$ cat src/rtl/fp_divider_if.sv
// Handshake and operand/result bundle for the sequential FP divider.
interface fp_divider_if;
    logic        start;
    logic [31:0] a;
    logic [31:0] b;
    logic        busy;
    logic        done;
    logic [31:0] c;

    modport master (output start, a, b, input busy, done, c);
    modport slave  (input start, a, b, output busy, done, c);
endinterface

$ cat src/rtl/fp_divider.sv
// Sequential single-precision divider: restoring shift-subtract mantissa loop
// (one quotient bit per cycle), truncation rounding, no NaN/Inf decoding.
module fp_divider (
    input  logic         clk_i,
    input  logic         reset_ni,
    fp_divider_if.slave  bus
);

    typedef enum logic [1:0] {
        IDLE = 2'd0,
        DIV  = 2'd1,
        NORM = 2'd2
    } state_t;

    state_t              state_q;
    logic                busy_q;
    logic                done_q;
    logic [31:0]         c_q;
    logic                sign_q;
    logic [7:0]          ea_q;
    logic [7:0]          eb_q;
    logic [23:0]         mb_q;
    logic [24:0]         rem_q;
    logic [24:0]         quo_q;
    logic [4:0]          cnt_q;
    logic                force_q;
    logic [31:0]         force_val_q;

    logic                ge_s;
    logic [24:0]         rem_sub_s;
    logic [24:0]         rem_d;
    logic [24:0]         quo_d;
    logic signed [9:0]   exp_s;
    logic [22:0]         frac_s;
    logic [31:0]         res_d;
    logic                in_sign_s;
    logic                in_a_zero_s;
    logic                in_b_zero_s;
    logic                in_special_s;
    logic [31:0]         in_force_s;

    // Operand decode of the bus for the special-case shortcut taken in IDLE.
    always_comb begin
        in_sign_s    = bus.a[31] ^ bus.b[31];
        in_a_zero_s  = (bus.a[30:23] == 8'h00);
        in_b_zero_s  = (bus.b[30:23] == 8'h00);
        in_special_s = in_a_zero_s | in_b_zero_s;
        if (in_b_zero_s && in_a_zero_s) begin
            in_force_s = 32'h7FC0_0000;
        end else if (in_b_zero_s) begin
            in_force_s = {in_sign_s, 8'hFF, 23'h0};
        end else begin
            in_force_s = {in_sign_s, 31'h0};
        end
    end

    // One restoring-division step plus normalisation of the finished quotient.
    always_comb begin
        ge_s      = (rem_q >= {1'b0, mb_q});
        rem_sub_s = ge_s ? (rem_q - {1'b0, mb_q}) : rem_q;
        rem_d     = rem_sub_s << 1;
        quo_d     = {quo_q[23:0], ge_s};
        exp_s     = $signed({2'b00, ea_q}) - $signed({2'b00, eb_q})
                  + (quo_q[24] ? 10'sd127 : 10'sd126);
        frac_s    = quo_q[24] ? quo_q[23:1] : quo_q[22:0];
        if (force_q) begin
            res_d = force_val_q;
        end else if (exp_s >= 10'sd255) begin
            res_d = {sign_q, 8'hFF, 23'h0};
        end else if (exp_s <= 10'sd0) begin
            res_d = {sign_q, 31'h0};
        end else begin
            res_d = {sign_q, exp_s[7:0], frac_s};
        end
    end

    // Control FSM and datapath registers; outputs are registered here.
    always_ff @(posedge clk_i) begin
        if (!reset_ni) begin
            state_q     <= IDLE;
            busy_q      <= 1'b0;
            done_q      <= 1'b0;
            c_q         <= 32'h0;
            sign_q      <= 1'b0;
            ea_q        <= 8'h00;
            eb_q        <= 8'h00;
            mb_q        <= 24'h0;
            rem_q       <= 25'h0;
            quo_q       <= 25'h0;
            cnt_q       <= 5'd0;
            force_q     <= 1'b0;
            force_val_q <= 32'h0;
        end else begin
            case (state_q)
                IDLE: begin
                    done_q <= 1'b0;
                    if (bus.start) begin
                        busy_q      <= 1'b1;
                        sign_q      <= in_sign_s;
                        ea_q        <= bus.a[30:23];
                        eb_q        <= bus.b[30:23];
                        mb_q        <= {1'b1, bus.b[22:0]};
                        rem_q       <= {2'b01, bus.a[22:0]};
                        quo_q       <= 25'h0;
                        cnt_q       <= 5'd0;
                        force_q     <= in_special_s;
                        force_val_q <= in_force_s;
                        state_q     <= in_special_s ? NORM : DIV;
                    end
                end
                DIV: begin
                    rem_q <= rem_d;
                    quo_q <= quo_d;
                    cnt_q <= cnt_q + 5'd1;
                    if (cnt_q == 5'd24) begin
                        state_q <= NORM;
                    end
                end
                NORM: begin
                    c_q     <= res_d;
                    done_q  <= 1'b1;
                    busy_q  <= 1'b0;
                    state_q <= IDLE;
                end
                default: begin
                    state_q <= IDLE;
                    busy_q  <= 1'b0;
                    done_q  <= 1'b0;
                end
            endcase
        end
    end

    assign bus.busy = busy_q;
    assign bus.done = done_q;
    assign bus.c    = c_q;

endmodule
$ cat src/flat_wrapper.sv
// flat-port wrapper written by rule: the top's interface ports become plain ports
module fp_divider_flat 
  (clk_i, reset_ni, bus_start, bus_a, bus_b, bus_busy, bus_done, bus_c);
  fp_divider_if bus_i ();
  input  logic clk_i;
  input  logic reset_ni;
  input wire logic [$bits(bus_i.start)-1:0] bus_start;
  input wire logic [$bits(bus_i.a)-1:0] bus_a;
  input wire logic [$bits(bus_i.b)-1:0] bus_b;
  output wire logic [$bits(bus_i.busy)-1:0] bus_busy;
  output wire logic [$bits(bus_i.done)-1:0] bus_done;
  output wire logic [$bits(bus_i.c)-1:0] bus_c;
  assign bus_i.start = bus_start;
  assign bus_i.a = bus_a;
  assign bus_i.b = bus_b;
  assign bus_busy = bus_i.busy;
  assign bus_done = bus_i.done;
  assign bus_c = bus_i.c;
  fp_divider u_core (.clk_i(clk_i), .reset_ni(reset_ni), .bus(bus_i));
endmodule
$ cat config.mk
export PLATFORM = sky130hd
export DESIGN_NAME = fp_divider_flat
export DESIGN_NICKNAME = d
export VERILOG_FILES = /design/src/rtl/fp_divider_if.sv /design/src/rtl/fp_divider.sv /design/src/flat_wrapper.sv
export SDC_FILE = /design/constraint.sdc
export NUM_CORES = 1
export LEC_CHECK = 0
export CORE_MARGIN = 1
export CORE_UTILIZATION = 50
export DETAILED_ROUTE_END_ITERATION = 8
export GPL_TIMING_DRIVEN = 0
export HOLD_SLACK_MARGIN = 0.1
export PLACE_DENSITY = 0.74
export SLEW_MARGIN = 0
export SYNTH_ARGS = -nofsm -noshare
export SYNTH_HDL_FRONTEND = slang
export SYNTH_SLANG_ARGS = --single-unit
$ cat constraint.sdc
create_clock -name clk_i -period 4.7 [get_ports clk_i]
set_clock_uncertainty 0.15 [all_clocks]
set_input_delay 0.94 -clock clk_i [delete_from_list [all_inputs] [get_ports clk_i]]
set_output_delay 0.94 -clock clk_i [all_outputs]
set_load 0.01 [all_outputs]
* Word level (Yosys, flattened, before mapping)
Index checks and enable logic that the tools add are counted.
Storage, ports and cells: bits in registers 165, bits in latches 0, bits in writable memories 0, memory bits (read-only) 0, bits of input ports 67, output and inout bits 34, word-level logic and storage cells 58, memories 0
Cells by class: add/subtract/negate cells 4, $mul 0, div/mod/pow operators 0, magnitude comparators 3, equality and inequality tests 5, shift-type cells 0, mux-type cells 21, bitwise logic cells 3, reductions and logical operators 9
Operators with widths (count):
- $pmux W25 S2 | 2
- $mux W31 | 3
- $mux W32 | 2
- $mux W25 | 2
- $ge A25 B24 Y1 | 1
- $mux W24 | 1
- $sub A24 B24 Y24 | 1
- $mux W23 | 1
- $logic_not A8 Y1 | 2
- $add A10 B10 Y10 | 1
- $ge A10 B9 Y1 const B | 1
- $le A10 B1 Y1 const B | 1
- $pmux W5 S2 | 1
- $sub A8 B8 Y9 | 1
- $reduce_and A2 Y1 | 4
- $mux W2 | 3
- $add A5 B1 Y5 const B | 1
- $eq A5 B5 Y1 const B | 1
- $mux W5 | 1
- $pmux W1 S2 | 2
- $pmux W2 S2 | 1
- $eq A2 B1 Y1 const B | 1
- $eq A2 B2 Y1 const B | 1
- $logic_not A2 Y1 | 1
- other kinds (8) | 9

* Depth between registers and ports, before layout
Gate-level depths: netlist of the first run.
word-level depth 6, gate-level depth with buffers 14, mapped depth without buffers 13

* Worst setup path before layout of the first run
Ideal clock, no wire load.
path kind reg-to-reg, start register u_core.ea_q[0], end register u_core.c_q[10], in the netlist u_core.bus.c[10], setup time 115 ps, data arrival time 2929 ps, data required time 4435 ps, path slack 1506 ps, stages on the path, launching flop included 13, path buffers 1, period minus slack after synthesis 3194 ps, cells stage by stage dfxtp_1 inv_1 ha_1 inv_1 fa_1 a21o_1 a221oi_2 xnor2_2 or4_4 o32a_4 o2111ai_4 buf_6 o21ai_2
Between the ends: cells in the longest elaborated chain, start to end 6, elaborated cells between the ends (all ways) 7, those cells by class 2 x add/sub; 2 x order compare; 3 x mux
RTL lines:
- from (decl) | line fp_divider.sv:20 | logic [7:0] ea_q;
- from (signal assigned) | line fp_divider.sv:100 | ea_q <= bus.a[30:23];
- $sub A8 B8 Y9 (*) | line fp_divider.sv:63 | exp_s = $signed({2'b00, ea_q}) - $signed({2'b00, eb_q})
- $add A10 B10 Y10 (*) | line fp_divider.sv:64 | + (quo_q[24] ? 10'sd127 : 10'sd126);
- $le A10 B1 Y1 | line fp_divider.sv:70 | end else if (exp_s <= 10'sd0) begin
- $mux W31 | line fp_divider.sv:70
- $mux W31 (*) | line fp_divider.sv:68 | end else if (exp_s >= 10'sd255) begin
- $mux W32 (*) | line fp_divider.sv:66 | if (force_q) begin
- to (signal assigned) | line fp_divider.sv:120 | c_q <= res_d;
- to (decl) | line fp_divider.sv:18 | logic [31:0] c_q;
Every way passes the cells marked *; elsewhere a longest branch is shown, timed or not. A chain may end at the register's enable or synchronous reset.

* Final worst setup path of the first run
start register u_core.eb_q[0], end register u_core.c_q[10], in the netlist u_core.bus.c[10]
Between the ends: cells in the longest elaborated chain, start to end 6, elaborated cells between the ends (all ways) 7, those cells by class 2 x add/sub; 2 x order compare; 3 x mux
RTL lines:
- from (decl) | line fp_divider.sv:21 | logic [7:0] eb_q;
- from (signal assigned) | line fp_divider.sv:101 | eb_q <= bus.b[30:23];
- $sub A8 B8 Y9 (*) | line fp_divider.sv:63
- $add A10 B10 Y10 (*) | line fp_divider.sv:64
- $le A10 B1 Y1 | line fp_divider.sv:70
- $mux W31 | line fp_divider.sv:70
- $mux W31 (*) | line fp_divider.sv:68
- $mux W32 (*) | line fp_divider.sv:66
Marks and branches as above.

==> impl_metrics.yaml, run 1 <==
detailed_routing:
  drt_pass1_iterations: 7
  routed_wire_length_per_instance_um: 15.8
  post-route-drc-count: 0
  detailedRoute.firstIterationViolations: 539
  sum_of_routed_wire_length_over_all_layers_um: 19500
  ant_nets: 0
  total_via_count_after_detailed_routing: 7151
  detail_route.vias_per_cell: 5.79
synth:
  synth-edff-count: 0
  synth_sequential_area_ratio: 0.364
  synth_ff_type: "sky130_fd_sc_hd__dfxtp_1"
  ys_seq_elements: 136
  post_synth_num_cell_types: 72
  syn-instance-count: 922
  synth_async_sr_flop_share: 0
  synth_warnings: 0
  postSynthAreaPerCell_um2: 8.11
  synth_fp_nets: 1027
  syn_area_um2: 7470
hold_path:
  hold_path.class: "flip-flop to flip-flop"
  hold_start: "u_core.eb_q[3]"
clocking:
  clock-root-buffer: "sky130_fd_sc_hd__clkbuf_16"
  cts_setup_buffers: 0
  clkLatencyLatePin_ps: 420
  post_cts_resize_count: 0
  clk_path_buf_depth: 2
  cts_htree_levels: 4
  cts.reportedPaths.clkPinSlew_ps: 60
  clock_tree_from_tritoncts: "yes"
  cts_made_buffers: 17
  clock-sinks: 136
  cts_hold_buffers_added: 0
timing:
  fin_hold_ws_ps: 301
  count_of_final_hold_check_violations: 0
  timing.fmax_ghz: 0.261
  rsz_0062_raised_after_global_routing: "no"
  timing.final.crit_share: 0.814
  timing_max_transition_violations_final: 0
  slew_headroom: 0.444
  tightestPinTransition_ps: 829
  layout_min_cycle_time_ps: 3830
  final_layout_setup_total_negative_slack_ps: 0
  setup_viol: 0
global_route:
  via_count_of_the_first_global_routing_pass: 6704
  antenna_found_initial: 0
  gr-total-overflow: 0
  largest_net_degree_at_the_start_of_global_routing: 17
  grt_util_all_layers: 0.258
  grt_pass1_wl_um: 32500
setup_path:
  critPathBufInv: 2
  critPathMaxFanout: 10
  critical_path.top_delay_family: "compound AO/OA/AOI/OAI gates"
  timing.setup.critical_path_class: "flip-flop to flip-flop"
  worst_path_largest_cell_delay_ps: 750
  cp-start-kind: "flip-flop"
  cp-startpoint: "u_core.eb_q[0]"
  r2r-start: "u_core.eb_q[0]"
  crit_chain: "ha_1 -> inv_1 -> fa_1 -> a21o_1 -> a21oi_1 -> xnor2_1 -> nor4_1 -> a221oi_1 -> and2_1 -> o2111ai_4 -> buf_6 -> o21ai_2"
  timing.critical_path.required_ps: 4910
  end_kind: "flip-flop"
  critical_path_arrival_ps: 4030
  slowest_cell_on_the_critical_path: "sky130_fd_sc_hd__a221oi_1"
place:
  gp_congestion: 0.919
  place.detailed.instances: 1206
  place_hpwl_um: 14200
  buffer_ports.inserted: 100
  placement.cell_area_um2: 8710
power:
  irDropWorstVdd_uv: 316
  power.leakage_nw: 3.40
  p_per_area_nw_per_um2: 498
floorplan:
  die_height_um: 124
  top_level_ports: 101
  die_wd_um: 124
  design.die.area_um2: 15400
  placementRows: 44
  core_region_area_um2: 14500
  initial_utilization: 0.514
status:
  run_status: "finished, final reports clean"
layout:
  final_layout_size_suffix_gt1_frac: 0.0646
  finalInstanceArea_um2: 9210
  filler_cell_count: 1341
  diodes: 0
  final_util: 0.634
  net_total_in_the_final_layout: 1146
  final_cells: 1236
  syn_to_final_growth_pct: 23.3
job:
  timing.max_cap.violations: 0
==> Yosys cell counts (15+ instances only) <==
master	count	area share
sky130_fd_sc_hd__a211oi_1	15	0.015
sky130_fd_sc_hd__a21oi_1	102	0.068
sky130_fd_sc_hd__a22oi_1	28	0.028
sky130_fd_sc_hd__clkbuf_1	44	0.022
sky130_fd_sc_hd__dfxtp_1	136	0.36
sky130_fd_sc_hd__ha_1	36	0.060
sky130_fd_sc_hd__inv_1	48	0.024
sky130_fd_sc_hd__mux2i_1	34	0.046
sky130_fd_sc_hd__nand2_1	146	0.073
sky130_fd_sc_hd__nand3_1	15	0.010
sky130_fd_sc_hd__nor2_1	79	0.040
sky130_fd_sc_hd__o21ai_0	26	0.017
sky130_fd_sc_hd__o21ai_2	20	0.023
sky130_fd_sc_hd__o221ai_1	18	0.021
sky130_fd_sc_hd__xnor2_1	16	0.019
==> routing by layer <==
layer,part of all wire,global-route usage,vias to the layer above,wire (um)
li1,-,-,3548,-
met1,0.46,0.334,3376,9010
met2,0.47,0.425,198,9140
met3,0.053,0.0558,29,1030
met4,0.016,0.0865,0,316
met5,0,0,-,0
==> layout by cell type (no fill, tap or decap), types with 16 or more instances in the layout <==
| master | netlist | final |
|---|---|---|
| sky130_fd_sc_hd__nand2_1 | 146 | 146 |
| sky130_fd_sc_hd__clkbuf_16 | 0 | 17 |
| sky130_fd_sc_hd__mux2i_1 | 34 | 34 |
| sky130_fd_sc_hd__o221ai_1 | 18 | 18 |
| sky130_fd_sc_hd__dfxtp_1 | 136 | 136 |
| sky130_fd_sc_hd__ha_1 | 36 | 36 |
| sky130_fd_sc_hd__o21ai_2 | 20 | 20 |
| sky130_fd_sc_hd__clkdlybuf4s50_1 | 0 | 100 |
| sky130_fd_sc_hd__clkbuf_1 | 44 | 48 |
| sky130_fd_sc_hd__nor2_1 | 79 | 79 |
| sky130_fd_sc_hd__a21oi_1 | 102 | 102 |
| sky130_fd_sc_hd__xnor2_1 | 16 | 16 |
| sky130_fd_sc_hd__o21ai_0 | 26 | 26 |
| sky130_fd_sc_hd__a22oi_1 | 28 | 28 |
| sky130_fd_sc_hd__inv_1 | 48 | 48 |
==> flip-flops by register name (all words and copies together), names as in the netlist <==
signal / count
u_core.bus.busy: 1
u_core.bus.c: 32
u_core.bus.done: 1
u_core.cnt_q: 5
u_core.ea_q: 8
u_core.eb_q: 8
u_core.force_q: 1
u_core.force_val_q: 3
u_core.mb_q: 24
u_core.quo_q: 25
u_core.rem_q: 25
u_core.sign_q: 1
u_core.state_q: 2
==> worst paths after layout <==
path         slack [ps]          endpoint  depth (start not counted)
max                 870  u_core.bus.c[10]                         12
min                 300    u_core.eb_q[3]                          2
max reg2reg         870  u_core.bus.c[10]                         12
min reg2reg         300    u_core.eb_q[3]                          2
==> tightest hold or removal path, stage by stage (launching register included) <==
cell and delay [ps]:
sky130_fd_sc_hd__dfxtp_1 300, sky130_fd_sc_hd__nand2_1 50, sky130_fd_sc_hd__a21oi_1 50
==> stage by stage <==
stage	setup slack, ps	power (mW)
3_5_place_dp	969	3.39
4_1_cts	930	4.57
5_1_grt	590	4.90
3_3_place_gp	955	3.37
2_1_floorplan	1510	2.91
6_report	873	4.59
==> where the power goes <==
group          leakage (nW)  internal [mW]  switching [mW]
logic                  2.04          0.825            1.25
registers              1.11           1.27          0.0810
clock network         0.246          0.677           0.485
==> layout make-up <==
cell class                      instances  area (um^2)  share of cell area
Multi-Input combinational cell        687         4360               0.474
Sequential cell                       136         2720               0.296
Timing Repair Buffer                  100         1000               0.109
Clock buffer                           22          454              0.0493
Tap cell                              184          230              0.0250
Buffer                                 51          209              0.0227
Inverter                               48          180              0.0196
Clock inverter                          8         52.6             0.00570
==> cell families after synthesis <==
group	count (synthesis)	synth area share
and+or+nand+nor	306	0.181
AOI/OAI and AO/OA	284	0.261
DFF	136	0.364
buffers and inverters	99	0.0521
adders and majority gates	38	0.0656
muxes	34	0.0455
xor gates and xnor gates	25	0.0303
(Power assumes the default switching activity.)
==> run 2: changes to the inputs <==
==> constraint.sdc (replaced) <==
create_clock -name clk_i -period 3.55 [get_ports clk_i]
set_clock_uncertainty 0.15 [all_clocks]
set_input_delay 0.71 -clock clk_i [delete_from_list [all_inputs] [get_ports clk_i]]
set_output_delay 0.71 -clock clk_i [all_outputs]
set_load 0.01 [all_outputs]
==> run 2 against run 1 <==
Effect of this change: flip-flop and latch count stayed put; utilization is 1.1 points higher; largest power group unchanged; first-iteration DRC count rose by 7.6%; wire length rose by 2.1%; count of clock-buffer cells in the layout did not move; combinational power up 38%; non-clock buffer count increased by 5; setup slack got worse by 770 ps; final area rose by 1.7%; cell count up 0.40%; die area is the same; total power up 35%; critical path type unchanged.
==> impl_metrics.yaml, run 2 (synthesis results as in run 1) <==
detailed_routing:
  post-route-drc-count: 0
  detail_route.vias_per_cell: 5.76
  routed_wire_length_per_instance_um: 16.0
  sum_of_routed_wire_length_over_all_layers_um: 19900
  detailedRoute.firstIterationViolations: 580
  total_via_count_after_detailed_routing: 7148
  drt_pass1_iterations: 5
  ant_nets: 0
setup_path:
  cp-start-kind: "flip-flop"
  timing.critical_path.required_ps: 3770
  r2r-start: "u_core.eb_q[5]"
  end_kind: "flip-flop"
  critical_path_arrival_ps: 3660
  cp-startpoint: "u_core.eb_q[5]"
  rrSetupSlack_ps: 100
  timing.setup.critical_path_class: "flip-flop to flip-flop"
  cp-endpoint: "u_core.bus.c[8]"
  worstRegToRegCells: 12
  crit_reg_reg_endpoint: "u_core.bus.c[8]"
  critPathMaxFanout: 10
place:
  place_hpwl_um: 14200
  gp_congestion: 0.919
  placement.cell_area_um2: 8710
  buffer_ports.inserted: 100
timing:
  tightestPinTransition_ps: 826
  timing.fmax_ghz: 0.290
  setup_viol: 0
  count_of_final_hold_check_violations: 0
  timing_max_transition_violations_final: 0
  slew_headroom: 0.447
  fin_hold_ws_ps: 301
  layout_min_cycle_time_ps: 3450
  timing.final.crit_share: 0.970
layout:
  most-common-layout-cells: "sky130_fd_sc_hd__nand2_1, sky130_fd_sc_hd__dfxtp_1, sky130_fd_sc_hd__a21oi_1"
  largest_register_ffs: 32
  final_util: 0.645
  multi_input_area_um2: 4420
  sequential_cell_area_um2: 2720
  final_layout_size_suffix_gt1_frac: 0.0795
  syn_to_final_growth_pct: 25.4
  net_total_in_the_final_layout: 1151
  diodes: 0
  final_common_cell: "sky130_fd_sc_hd__nand2_1"
  finalInstanceArea_um2: 9370
  filler_cell_count: 1305
global_route:
  via_count_of_the_first_global_routing_pass: 6703
  largest_net_degree_at_the_start_of_global_routing: 17
  grt_pass1_wl_um: 32500
  antenna_found_initial: 0
  grt_util_all_layers: 0.258
  gr-total-overflow: 0
clocking:
  clock_tree_from_tritoncts: "yes"
  clock-root-buffer: "sky130_fd_sc_hd__clkbuf_16"
  clk_path_buf_depth: 2
  cts_made_buffers: 17
  clkLatencyLatePin_ps: 430
  cts_hold_buffers_added: 0
  clock-sinks: 136
  cts_htree_levels: 4
  cts.reportedPaths.clkPinSlew_ps: 60
floorplan:
  placementRows: 44
  die_wd_um: 124
  design.die.area_um2: 15400
  initial_utilization: 0.514
  die_height_um: 124
  core_region_area_um2: 14500
  top_level_ports: 101
power:
  p_comb_frac: 0.461
  p_switching_mw: 2.45
  intPower_mw: 3.74
  power.clock.fraction: 0.250
  power.leakage_nw: 3.48
  total_power_mw: 6.20
  p_per_area_nw_per_um2: 661
  p_sw_frac: 0.396
  irDropWorstVdd_uv: 432
  seqPwrFrac: 0.289
hold_path:
  hold_start: "u_core.eb_q[3]"
  hold_path.class: "flip-flop to flip-flop"
status:
  run_status: "finished, final reports clean"
job:
  timing.max_cap.violations: 0
## run 2: power groups by stage
stage / combinational [mW] / sequential (mW) / clock (mW)
2_1_floorplan: 2.05 / 1.80 / 0
3_3_place_gp: 2.65 / 1.81 / 0
3_5_place_dp: 2.67 / 1.82 / 0
4_1_cts: 2.72 / 1.79 / 1.56
5_1_grt: 3.15 / 1.81 / 1.65
6_report: 2.86 / 1.79 / 1.55
## run 2: timing repair
item	4_1_cts	5_1_grt
buffers inserted	1	3
setup endpoints to repair	22	43
pin swaps	1	4
resized for setup	1	16
cloned	0	2
## run 2: worst max-delay path, stage by stage, from the launching register on
cell and delay [ps]:
sky130_fd_sc_hd__dfxtp_1 330, sky130_fd_sc_hd__inv_1 50, sky130_fd_sc_hd__ha_1 510, sky130_fd_sc_hd__and3b_1 250, sky130_fd_sc_hd__a2111oi_4 400, sky130_fd_sc_hd__o2111ai_1 270
sky130_fd_sc_hd__nor4_2 300, sky130_fd_sc_hd__mux2i_1 210, sky130_fd_sc_hd__o21bai_2 240, sky130_fd_sc_hd__o2111ai_4 190, sky130_fd_sc_hd__buf_12 180, sky130_fd_sc_hd__clkbuf_16 150
sky130_fd_sc_hd__o21ai_2 130
## run 2: per-layer routing
| metal | global-route usage | vias up | wire length, um |
|---|---|---|---|
| met5 | 0 | - | 0 |
| met4 | 0.0865 | 0 | 335 |
| met2 | 0.425 | 175 | 9470 |
| met1 | 0.334 | 3388 | 9120 |
| met3 | 0.0558 | 31 | 972 |
| li1 | - | 3554 | - |
## run 2: layout make-up
type | instances | area share
multi-input combinational | 687 | 0.472
sequential | 136 | 0.291
timing repair buffer | 106 | 0.117
clock buffer | 22 | 0.0485
tap | 184 | 0.0246
buffer | 50 | 0.0232
inverter | 48 | 0.0192
clock inverter | 8 | 0.00561
## run 2: worst min path at each step
stage,endpoint,slack (ps),depth (start not counted)
2_1_floorplan,u_core.force_val_q[22],280,2
3_3_place_gp,u_core.bus.c[17],290,2
3_5_place_dp,u_core.bus.c[4],290,2
4_1_cts,u_core.mb_q[8],300,2
5_1_grt,u_core.mb_q[18],320,2
6_report,u_core.eb_q[3],300,2
## run 2: through the flow
| step | TNS, ps | instances | setup slack, ps |
|---|---|---|---|
| CTS | 0 | 1237 | 8.92 |
| floorplan | 0 | 922 | 356 |
| global route | -209 | 1241 | -41.2 |
| global placement | -3770 | 1206 | -195 |
| detailed placement | -3440 | 1206 | -181 |
| finish | 0 | 1241 | 105 |
